### src/rtl/adc_capture_if.sv
// Bundle of the control, sample-stream and RAM-write signals around the
// ADC capture sequencer. The master side configures the block and feeds
// samples; the slave side is the sequencer itself.
interface adc_capture_if #(
    parameter int unsigned DATA_W  = 12,
    parameter int unsigned ADDR_W  = 10,
    parameter int unsigned DECIM_W = 8
);
    logic               start;
    logic               abort;
    logic               trig_mode;
    logic [DATA_W-1:0]  trig_level;
    logic [DECIM_W-1:0] decim;
    logic [ADDR_W:0]    sample_len;
    logic [DATA_W-1:0]  in_data;
    logic               in_valid;
    logic               wr_en;
    logic [ADDR_W-1:0]  wr_addr;
    logic [DATA_W-1:0]  wr_data;
    logic               busy;
    logic               done;
    logic [ADDR_W:0]    sample_cnt;
    logic [1:0]         state;

    modport master (
        output start, abort, trig_mode, trig_level, decim, sample_len, in_data, in_valid,
        input  wr_en, wr_addr, wr_data, busy, done, sample_cnt, state
    );

    modport slave (
        input  start, abort, trig_mode, trig_level, decim, sample_len, in_data, in_valid,
        output wr_en, wr_addr, wr_data, busy, done, sample_cnt, state
    );
endinterface

### src/rtl/adc_capture_ctrl.sv
// Acquisition sequencer: arms on start, waits for an immediate or rising
// threshold trigger, then decimates and writes a fixed-length record into
// the sample RAM, pulsing done together with the final write.
module adc_capture_ctrl #(
    parameter int unsigned DATA_W  = 12,
    parameter int unsigned ADDR_W  = 10,
    parameter int unsigned DECIM_W = 8
) (
    input logic          adc_clk,
    input logic          rst,
    adc_capture_if.slave bus
);

    typedef enum logic [1:0] {
        StIdle    = 2'd0,
        StArmed   = 2'd1,
        StCapture = 2'd2,
        StDone    = 2'd3
    } state_e;

    localparam logic [ADDR_W:0] MAX_LEN = {1'b1, {ADDR_W{1'b0}}};

    state_e             state_q, state_d;
    logic               cfg_mode_q, cfg_mode_d;
    logic [DATA_W-1:0]  cfg_level_q, cfg_level_d;
    logic [DECIM_W-1:0] cfg_decim_q, cfg_decim_d;
    logic [ADDR_W:0]    cfg_len_q, cfg_len_d;
    logic [DECIM_W-1:0] dec_cnt_q, dec_cnt_d;
    logic               prev_valid_q, prev_valid_d;
    logic [DATA_W-1:0]  prev_sample_q, prev_sample_d;
    logic [ADDR_W:0]    sample_cnt_q, sample_cnt_d;
    logic               wr_en_q, wr_en_d;
    logic [ADDR_W-1:0]  wr_addr_q, wr_addr_d;
    logic [DATA_W-1:0]  wr_data_q, wr_data_d;
    logic               done_q, done_d;

    logic [ADDR_W:0]    len_clamped;
    logic [DECIM_W-1:0] eff_decim;
    logic [ADDR_W:0]    cnt_inc;
    logic               dec_last;
    logic               thresh_hit;
    logic               keep;

    // Derived helpers: clamped length, effective decimation, trigger test
    always_comb begin
        len_clamped = (bus.sample_len > MAX_LEN) ? MAX_LEN : bus.sample_len;
        eff_decim   = (cfg_decim_q == '0) ? DECIM_W'(1) : cfg_decim_q;
        cnt_inc     = sample_cnt_q + 1'b1;
        dec_last    = (dec_cnt_q == (eff_decim - 1'b1));
        // Rising crossing needs a previous sample strictly below the level
        thresh_hit  = prev_valid_q && (prev_sample_q < cfg_level_q) &&
                      (bus.in_data >= cfg_level_q);
    end

    // Next-state and registered-output logic; abort overrides everything
    always_comb begin
        state_d       = state_q;
        cfg_mode_d    = cfg_mode_q;
        cfg_level_d   = cfg_level_q;
        cfg_decim_d   = cfg_decim_q;
        cfg_len_d     = cfg_len_q;
        dec_cnt_d     = dec_cnt_q;
        prev_valid_d  = prev_valid_q;
        prev_sample_d = prev_sample_q;
        sample_cnt_d  = sample_cnt_q;
        wr_en_d       = 1'b0;
        wr_addr_d     = wr_addr_q;
        wr_data_d     = wr_data_q;
        done_d        = 1'b0;
        keep          = 1'b0;

        if (bus.abort) begin
            state_d = StIdle;
        end else begin
            unique case (state_q)
                StIdle, StDone: begin
                    if (bus.start) begin
                        cfg_mode_d   = bus.trig_mode;
                        cfg_level_d  = bus.trig_level;
                        cfg_decim_d  = bus.decim;
                        cfg_len_d    = len_clamped;
                        sample_cnt_d = '0;
                        wr_addr_d    = '0;
                        dec_cnt_d    = '0;
                        prev_valid_d = 1'b0;
                        if (len_clamped == '0) begin
                            state_d = StDone;
                            done_d  = 1'b1;
                        end else begin
                            state_d = StArmed;
                        end
                    end
                end
                StArmed: begin
                    if (bus.in_valid) begin
                        prev_sample_d = bus.in_data;
                        prev_valid_d  = 1'b1;
                        if (!cfg_mode_q || thresh_hit) begin
                            // Trigger sample is kept; decimation phase restarts here
                            keep      = 1'b1;
                            dec_cnt_d = '0;
                            state_d   = StCapture;
                        end
                    end
                end
                StCapture: begin
                    if (bus.in_valid) begin
                        if (dec_last) begin
                            dec_cnt_d = '0;
                            keep      = 1'b1;
                        end else begin
                            dec_cnt_d = dec_cnt_q + 1'b1;
                        end
                    end
                end
            endcase

            if (keep) begin
                wr_en_d      = 1'b1;
                wr_data_d    = bus.in_data;
                wr_addr_d    = sample_cnt_q[ADDR_W-1:0];
                sample_cnt_d = cnt_inc;
                if (cnt_inc == cfg_len_q) begin
                    done_d  = 1'b1;
                    state_d = StDone;
                end
            end
        end
    end

    // State and output registers
    always_ff @(posedge adc_clk or posedge rst) begin
        if (rst) begin
            state_q       <= StIdle;
            cfg_mode_q    <= 1'b0;
            cfg_level_q   <= '0;
            cfg_decim_q   <= '0;
            cfg_len_q     <= '0;
            dec_cnt_q     <= '0;
            prev_valid_q  <= 1'b0;
            prev_sample_q <= '0;
            sample_cnt_q  <= '0;
            wr_en_q       <= 1'b0;
            wr_addr_q     <= '0;
            wr_data_q     <= '0;
            done_q        <= 1'b0;
        end else begin
            state_q       <= state_d;
            cfg_mode_q    <= cfg_mode_d;
            cfg_level_q   <= cfg_level_d;
            cfg_decim_q   <= cfg_decim_d;
            cfg_len_q     <= cfg_len_d;
            dec_cnt_q     <= dec_cnt_d;
            prev_valid_q  <= prev_valid_d;
            prev_sample_q <= prev_sample_d;
            sample_cnt_q  <= sample_cnt_d;
            wr_en_q       <= wr_en_d;
            wr_addr_q     <= wr_addr_d;
            wr_data_q     <= wr_data_d;
            done_q        <= done_d;
        end
    end

    assign bus.wr_en      = wr_en_q;
    assign bus.wr_addr    = wr_addr_q;
    assign bus.wr_data    = wr_data_q;
    assign bus.done       = done_q;
    assign bus.sample_cnt = sample_cnt_q;
    assign bus.state      = state_q;
    assign bus.busy       = (state_q == StArmed) || (state_q == StCapture);

endmodule

### src/flat_wrapper.sv
// flat-port wrapper written by rule: the top's interface ports become plain ports
module adc_capture_ctrl_flat 
#(
    parameter int unsigned DATA_W  = 12,
    parameter int unsigned ADDR_W  = 10,
    parameter int unsigned DECIM_W = 8
)
  (adc_clk, rst, bus_start, bus_abort, bus_trig_mode, bus_trig_level, bus_decim, bus_sample_len, bus_in_data, bus_in_valid, bus_wr_en, bus_wr_addr, bus_wr_data, bus_busy, bus_done, bus_sample_cnt, bus_state);
  adc_capture_if #(.DATA_W(DATA_W), .ADDR_W(ADDR_W), .DECIM_W(DECIM_W)) bus_i ();
  input logic adc_clk;
  input logic rst;
  input wire logic [$bits(bus_i.start)-1:0] bus_start;
  input wire logic [$bits(bus_i.abort)-1:0] bus_abort;
  input wire logic [$bits(bus_i.trig_mode)-1:0] bus_trig_mode;
  input wire logic [$bits(bus_i.trig_level)-1:0] bus_trig_level;
  input wire logic [$bits(bus_i.decim)-1:0] bus_decim;
  input wire logic [$bits(bus_i.sample_len)-1:0] bus_sample_len;
  input wire logic [$bits(bus_i.in_data)-1:0] bus_in_data;
  input wire logic [$bits(bus_i.in_valid)-1:0] bus_in_valid;
  output wire logic [$bits(bus_i.wr_en)-1:0] bus_wr_en;
  output wire logic [$bits(bus_i.wr_addr)-1:0] bus_wr_addr;
  output wire logic [$bits(bus_i.wr_data)-1:0] bus_wr_data;
  output wire logic [$bits(bus_i.busy)-1:0] bus_busy;
  output wire logic [$bits(bus_i.done)-1:0] bus_done;
  output wire logic [$bits(bus_i.sample_cnt)-1:0] bus_sample_cnt;
  output wire logic [$bits(bus_i.state)-1:0] bus_state;
  assign bus_i.start = bus_start;
  assign bus_i.abort = bus_abort;
  assign bus_i.trig_mode = bus_trig_mode;
  assign bus_i.trig_level = bus_trig_level;
  assign bus_i.decim = bus_decim;
  assign bus_i.sample_len = bus_sample_len;
  assign bus_i.in_data = bus_in_data;
  assign bus_i.in_valid = bus_in_valid;
  assign bus_wr_en = bus_i.wr_en;
  assign bus_wr_addr = bus_i.wr_addr;
  assign bus_wr_data = bus_i.wr_data;
  assign bus_busy = bus_i.busy;
  assign bus_done = bus_i.done;
  assign bus_sample_cnt = bus_i.sample_cnt;
  assign bus_state = bus_i.state;
  adc_capture_ctrl #(.DATA_W(DATA_W), .ADDR_W(ADDR_W), .DECIM_W(DECIM_W)) u_core (.adc_clk(adc_clk), .rst(rst), .bus(bus_i));
endmodule
### config.mk
export PLATFORM = sky130hd
export DESIGN_NAME = adc_capture_ctrl_flat
export DESIGN_NICKNAME = d
export VERILOG_FILES = /design/src/rtl/adc_capture_if.sv /design/src/rtl/adc_capture_ctrl.sv /design/src/flat_wrapper.sv
export SDC_FILE = /design/constraint.sdc
export NUM_CORES = 1
export LEC_CHECK = 0
export CORE_AREA = 2 2 141 109
export CTS_CLUSTER_SIZE = 20
export DETAILED_ROUTE_END_ITERATION = 8
export DIE_AREA = 0 0 143 111
export PLACE_DENSITY = 0.54
export RECOVER_POWER = 25
export SLEW_MARGIN = 25
export SYNTH_ARGS = -nofsm -noshare
export SYNTH_HDL_FRONTEND = slang
export SYNTH_SLANG_ARGS = --single-unit
### constraint.sdc
create_clock -name adc_clk -period 7.64 [get_ports adc_clk]
set_input_delay 1.528 -clock adc_clk [delete_from_list [all_inputs] [get_ports adc_clk]]
set_output_delay 1.528 -clock adc_clk [all_outputs]
set_load 0.05 [all_outputs]
After elaboration in Yosys (flattened, before gate mapping)
Cells that the tools add are included.

Bits in registers: 90. Input port bits: 49. Output and inout port bits: 38. Word-level logic and storage cells: 86.

Add/sub/neg operators: 3. Magnitude comparators: 3. Eq/ne operators: 9. Mux-type cells: 39. Bitwise gates (word level): 1. Reductions and logical operators: 18.

Operator list (number): 8-bit 2-to-1 mux (6); 11-bit 2-to-1 mux (4); 10-bit 2-to-1 mux (3); 8-bit one-hot mux with 3 select lines (1); 1-bit 2-to-1 mux (15); 2-bit 2-to-1 mux (7); 12-bit >= comparator (1); 12-bit less-than comparator (1); 11-bit by 1-bit adder with 11-bit output (second input constant) (1); 11-bit == test (1); 11-bit > comparator (second input constant) (1); 11-bit logical NOT (1); 3-bit AND reduction (3); 8-bit by 1-bit adder with 8-bit output (second input constant) (1); 8-bit == test (1); 8-bit logical NOT (1); 8-bit by 1-bit subtractor with 8-bit output (second input constant) (1); 2-bit inequality test (second input constant) (3); 2-bit nonzero test (3); 5-bit AND reduction (1); 2-bit == test (second input constant) (2); 1-bit one-hot mux with 2 select lines (2); 2-bit one-hot mux with 2 select lines (1); 4-bit AND reduction (1); 9 further kinds (11).

Logic depth before layout (Yosys ltp)
Word-level depth: 10. Mapped depth: 12. Depth with buffers taken out: 10.

Worst setup path after synthesis
No wires, ideal clock.

Path type: in2reg. Start point: input bus_in_data[2]. End point: register u_core.wr_data_q[11] (netlist: u_core.bus.wr_data[11]). Setup time: 0.128 ns. Arrival time: 3.417 ns. Required time: 7.512 ns. Setup slack: 4.096 ns. Stages on the path: 9. Buffers on the path: 1. Cell sequence: ha_1 > a211o_1 > a31oi_1 > o221ai_1 > a21oi_1 > nor3_2 > o21ai_4 > buf_6 > mux2_1.

Longest elaborated chain between the ends: 8.

Ends and longest elaborated chain: start: declaration (RTL line flat_wrapper.sv:18) `input wire logic [$bits(bus_i.in_data)-1:0] bus_in_data;`; 12-bit >= comparator (RTL line adc_capture_ctrl.sv:52) `(bus.in_data >= cfg_level_q);`; 1-bit logical AND (RTL line adc_capture_ctrl.sv:51) `thresh_hit = prev_valid_q && (prev_sample_q < cfg_level_q) &&`; 1-bit logical OR (RTL line adc_capture_ctrl.sv:98) `if (!cfg_mode_q || thresh_hit) begin`; 1-bit 2-to-1 mux (RTL line adc_capture_ctrl.sv:98); 1-bit 2-to-1 mux (RTL line adc_capture_ctrl.sv:95) `if (bus.in_valid) begin`; 1-bit one-hot mux with 2 select lines (RTL line adc_capture_ctrl.sv:75) `unique case (state_q)`; 1-bit 2-to-1 mux (RTL line adc_capture_ctrl.sv:72) `if (bus.abort) begin`; 2-bit AND reduction (no line); end signal: assignment (RTL line adc_capture_ctrl.sv:159) `wr_data_q <= wr_data_d;`; end: declaration (RTL line adc_capture_ctrl.sv:34) `logic [DATA_W-1:0] wr_data_q, wr_data_d;`.

Every way passes these cells. The select of a mux whose other input is x is not followed. A chain may end at the register's enable or synchronous reset.

Final worst setup path
Start point: input bus_abort. End point: register u_core.sample_cnt_q[9] (netlist: u_core.bus.sample_cnt[9]).

Longest elaborated chain between the ends: 2.

Ends and longest elaborated chain: start: declaration (RTL line flat_wrapper.sv:13) `input wire logic [$bits(bus_i.abort)-1:0] bus_abort;`; 1-bit inverter (no line); 3-bit AND reduction (no line); end signal: assignment (RTL line adc_capture_ctrl.sv:156) `sample_cnt_q <= sample_cnt_d;`; end: declaration (RTL line adc_capture_ctrl.sv:31) `logic [ADDR_W:0] sample_cnt_q, sample_cnt_d;`.

Every way passes these cells.

==> metrics.md <==
| Metric | Value |
|---|---|
| Synthesized cell area | `4974 um^2` |
| FFs w/ async S/R, synth | `100.0%` |
| Slew @ Worst Pin | `1.791 ns` |
| Net Count, Synth | `551` |
| Power density over cell area | `311.6 nW/um^2` |
| Root Buffer | `clkbuf_16` |
| Synth Warn # | `0` |
| Number of cells produced by synthesis | `474` |
| Number of antenna violations at the first check in global routing | `0` |
| Tightest Hold Check Type | `reg -> reg` |
| Cell taking the most area after synthesis | `dfrtp_1` |
| Largest fanout on the critical path | `30` |
| # H-tree levels | `3` |
| Capture point of the worst path | `u_core.bus.sample_cnt[9]` |
| Antenna Nets Post-Route | `0` |
| Post-Layout Cell Count | `767` |
| Outcome | `complete, but fails checks` |
| Hold violation total from the final report | `0` |
| Total routed wirelength | `11,990 um` |
| IR Drop Worst-Case VDD | `0.1238 mV` |
| # DRC | `0` |
| Most frequent cells after synthesis | `dfrtp_1 (90), mux2_2 (39), inv_1 (34), nand2_1 (34), nor2_1 (34)` |
| Number of buffers created by CTS | `9` |
| Buffer depth of the longest clock path | `2` |
| Die boundary height | `111 um` |
| Number of clock sinks | `90` |
| Number of buffers inserted by port buffering | `86` |
| Fraction of layout cells with a size suffix above 1 | `11.92%` |
| Data arrival time of the critical path | `4.79 ns` |
| Max Transition Viols Final | `69` |
| Maximum frequency from static timing analysis | `0.2197 GHz` |
| Multi-input combinational cell area | `2519 um^2` |
| Power share of the combinational group | `39.4%` |
| Average wire per standard cell | `15.64 um` |
| Sequential fraction of the synthesis area | `45.28%` |
| Setup Buffers After CTS | `0` |
| Maximum capacitance violations | `2` |
| Core outline area | `14,690 um^2` |
| Path depth of the worst reg2reg path | `7` |
| Slew HR | `-19.40%` |
| Filler instances | `1,399` |
| Net Switching | `731.0 uW` |
| Initial Util | `33.86%` |
| Post-Route Setup TNS | `0 ns` |
| Overflow left after global routing | `0` |
| Total die area | `15,870 um^2` |
| Detailed placer's ending HPWL | `8954 um` |
| CP Launch Type | `primary input` |
| Critical path type | `in -> reg` |
| Total via count in the routed design | `3,871` |
| Number of global-route vias before repair | `3,832` |
| Routability-driven placement congestion ratio | `0.8588` |
| P_int | `1253 uW` |
| Yosys top cell area share | `45.28%` |
| Violated checks | `capacitance limit, slew limit` |
| Worst-case register-to-register setup slack | `4.07 ns` |
| Number of flops mapped to enable cells by yosys | `0` |
| Overall fraction of global-route tracks in use | `15.72%` |
| Switching part of the total | `36.85%` |
| Register area | `2252 um^2` |
| First-pass GRT wire length | `19,690 um` |
| Shortest period the worst path allows | `4.553 ns` |
| Dpl cells | `752` |
| Crit. End Element | `register` |
| Cells taking the most area after synthesis | `dfrtp_1 (45%), mux2_2 (8.8%), ha_1 (7.0%), inv_1 (2.6%), nand2_1 (2.6%)` |
| Tightest hold margin | `0.4764 ns` |
| Clock slew seen by the registers of the worst setup and hold paths | `0.06 ns` |
| RSZ-0062 raised after global routing | `no` |
| Clock tree from TritonCTS | `done` |
| Proportion of power drawn by the clock network | `24.3%` |
| Via density | `5.047` |
| Area growth from synthesis to final layout | `28.00%` |
| Die width | `143 um` |
| Capture point of the worst reg-to-reg path | `u_core.bus.sample_cnt[9]` |
| Flip-flop and latch count after synthesis | `90` |
| Mean post-synth cell area | `10.49 um^2` |
| DR pass1 iterations | `5` |
| Period utilisation layout | `59.59%` |
| Count of distinct cell types in the synthesized netlist | `53` |
| First element of the critical path | `bus_abort` |
| Number of violations reported at the end of detailed-routing iteration 0 | `144` |
| Leak pwr | `0.002861 uW` |
| Finish-stage setup viols | `0` |
| Final layout net count | `635` |
| I/O Pins | `87` |
| Synth Flop Type | `dfrtp_1` |
| Most instantiated library cell after synthesis | `dfrtp_1` |
| R2R Path Start | `u_core.bus.state[0]` |
| Placement Rows | `39` |
| Skew final | `0.004521 ns` |
| Critical path required time | `7.88 ns` |
| Diodes inserted | `0` |
| CTS-repair resized insts | `0` |
| Maximum number of pins on one net before global-route repair | `55` |
| Skew-Pair Late Insertion Delay | `0.34 ns` |
| Power share of the sequential group | `36.3%` |
| # hold bufs at CTS | `0` |
-- worst max-delay path, stage by stage --
cell	delay, ns
dlygate4sd3_1	0.68
or2_0	1.35
buf_4	0.53
nand3_1	0.38
o21ai_0	0.31
-- state kept, by name, summed over array words and instances (netlist names) --
| signal | cells |
|---|---|
| u_core.bus.state | 2 |
| u_core.prev_sample_q | 12 |
| u_core.cfg_decim_q | 8 |
| u_core.bus.wr_data | 12 |
| u_core.dec_cnt_q | 8 |
| u_core.bus.sample_cnt | 11 |
| u_core.cfg_mode_q | 1 |
| u_core.bus.wr_en | 1 |
| u_core.bus.done | 1 |
| u_core.prev_valid_q | 1 |
| u_core.cfg_level_q | 12 |
| u_core.cfg_len_q | 11 |
| u_core.bus.wr_addr | 10 |
-- metal layers --
layer	up-vias	GRT usage (%)	share of wire [%]
met5	-	0	0
met4	0	4.488	1.3
met3	14	3.931	5.7
met2	110	23.25	44
met1	1886	22.73	49
li1	1861	-	-
-- how the worst min path moves through the flow --
| stage | to | from | depth (start not counted) |
|---|---|---|---|
| finish | u_core.prev_sample_q[0] | u_core.prev_sample_q[0] | 2 |
| global route | u_core.bus.wr_data[5] | u_core.bus.wr_data[5] | 1 |
| CTS | u_core.prev_sample_q[0] | u_core.prev_sample_q[0] | 2 |
| detailed placement | u_core.prev_sample_q[0] | u_core.prev_sample_q[0] | 2 |
| global placement | u_core.prev_sample_q[0] | u_core.prev_sample_q[0] | 2 |
| floorplan | u_core.prev_sample_q[0] | u_core.prev_sample_q[0] | 2 |
-- layout make-up --
class                      count  share of cell area [%]
multi-input combinational    334                   39.56
sequential                    90                   35.38
timing repair buffer          89                   13.88
tap                          205                   4.029
clock buffer                  11                   3.970
inverter                      34                   2.024
clock inverter                 4                   1.160
-- per-stage QoR --
stage / cell area (um^2) / utilization (%) / total power [uW] / setup slack [ns]
6_report: 6366 / 43.34 / 1984 / 3.087
3_5_place_dp: 6040 / 41.12 / 1512 / 2.816
3_3_place_gp: 6040 / 41.12 / 1487 / 2.874
4_1_cts: 6366 / 43.34 / 2003 / 3.170
5_1_grt: 6366 / 43.34 / 2119 / 2.775
2_1_floorplan: 4974 / - / 1269 / 3.777
-- logic make-up after synthesis --
logic type / share of synthesized area [%]
AND/OR/NAND/NOR: 14.44
XOR/XNOR: 4.226
adder cells (fa/ha/maj): 7.044
AO/OA/AOI/OAI: 12.33
buffers and inverters: 4.075
flip-flops: 45.28
multiplexers: 12.60
-- layout by cell type (no fill, tap or decap), types with 3 or more instances in the layout --
cell type        count
a21oi_1             16
a221o_1              7
a22o_1               6
a31oi_1              6
and2_1               4
and3_1              10
buf_4                3
clkbuf_16            9
clkdlybuf4s50_1     84
dfrtp_1             90
ha_1                28
inv_1               33
mux2_1               6
mux2_2              39
mux2i_1             12
nand2_1             34
nand2b_1             9
nand3_1             12
nor2_1              34
nor2b_1              4
nor3_1               9
nor4_1               5
o21ai_0             24
o221ai_1            11
or3_1                3
xnor2_1             14
xor2_1              10
-- power by group through the flow --
stage | clock, uW | sequential (uW) | combinational, uW
after floorplan | 0 | 826 | 443
after global placement | 0 | 720 | 767
after detailed placement | 0 | 727 | 785
after CTS | 497 | 718 | 787
after global routing | 517 | 738 | 864
final | 482 | 719 | 782
No activity file was read; power rests on OpenSTA's default activity.
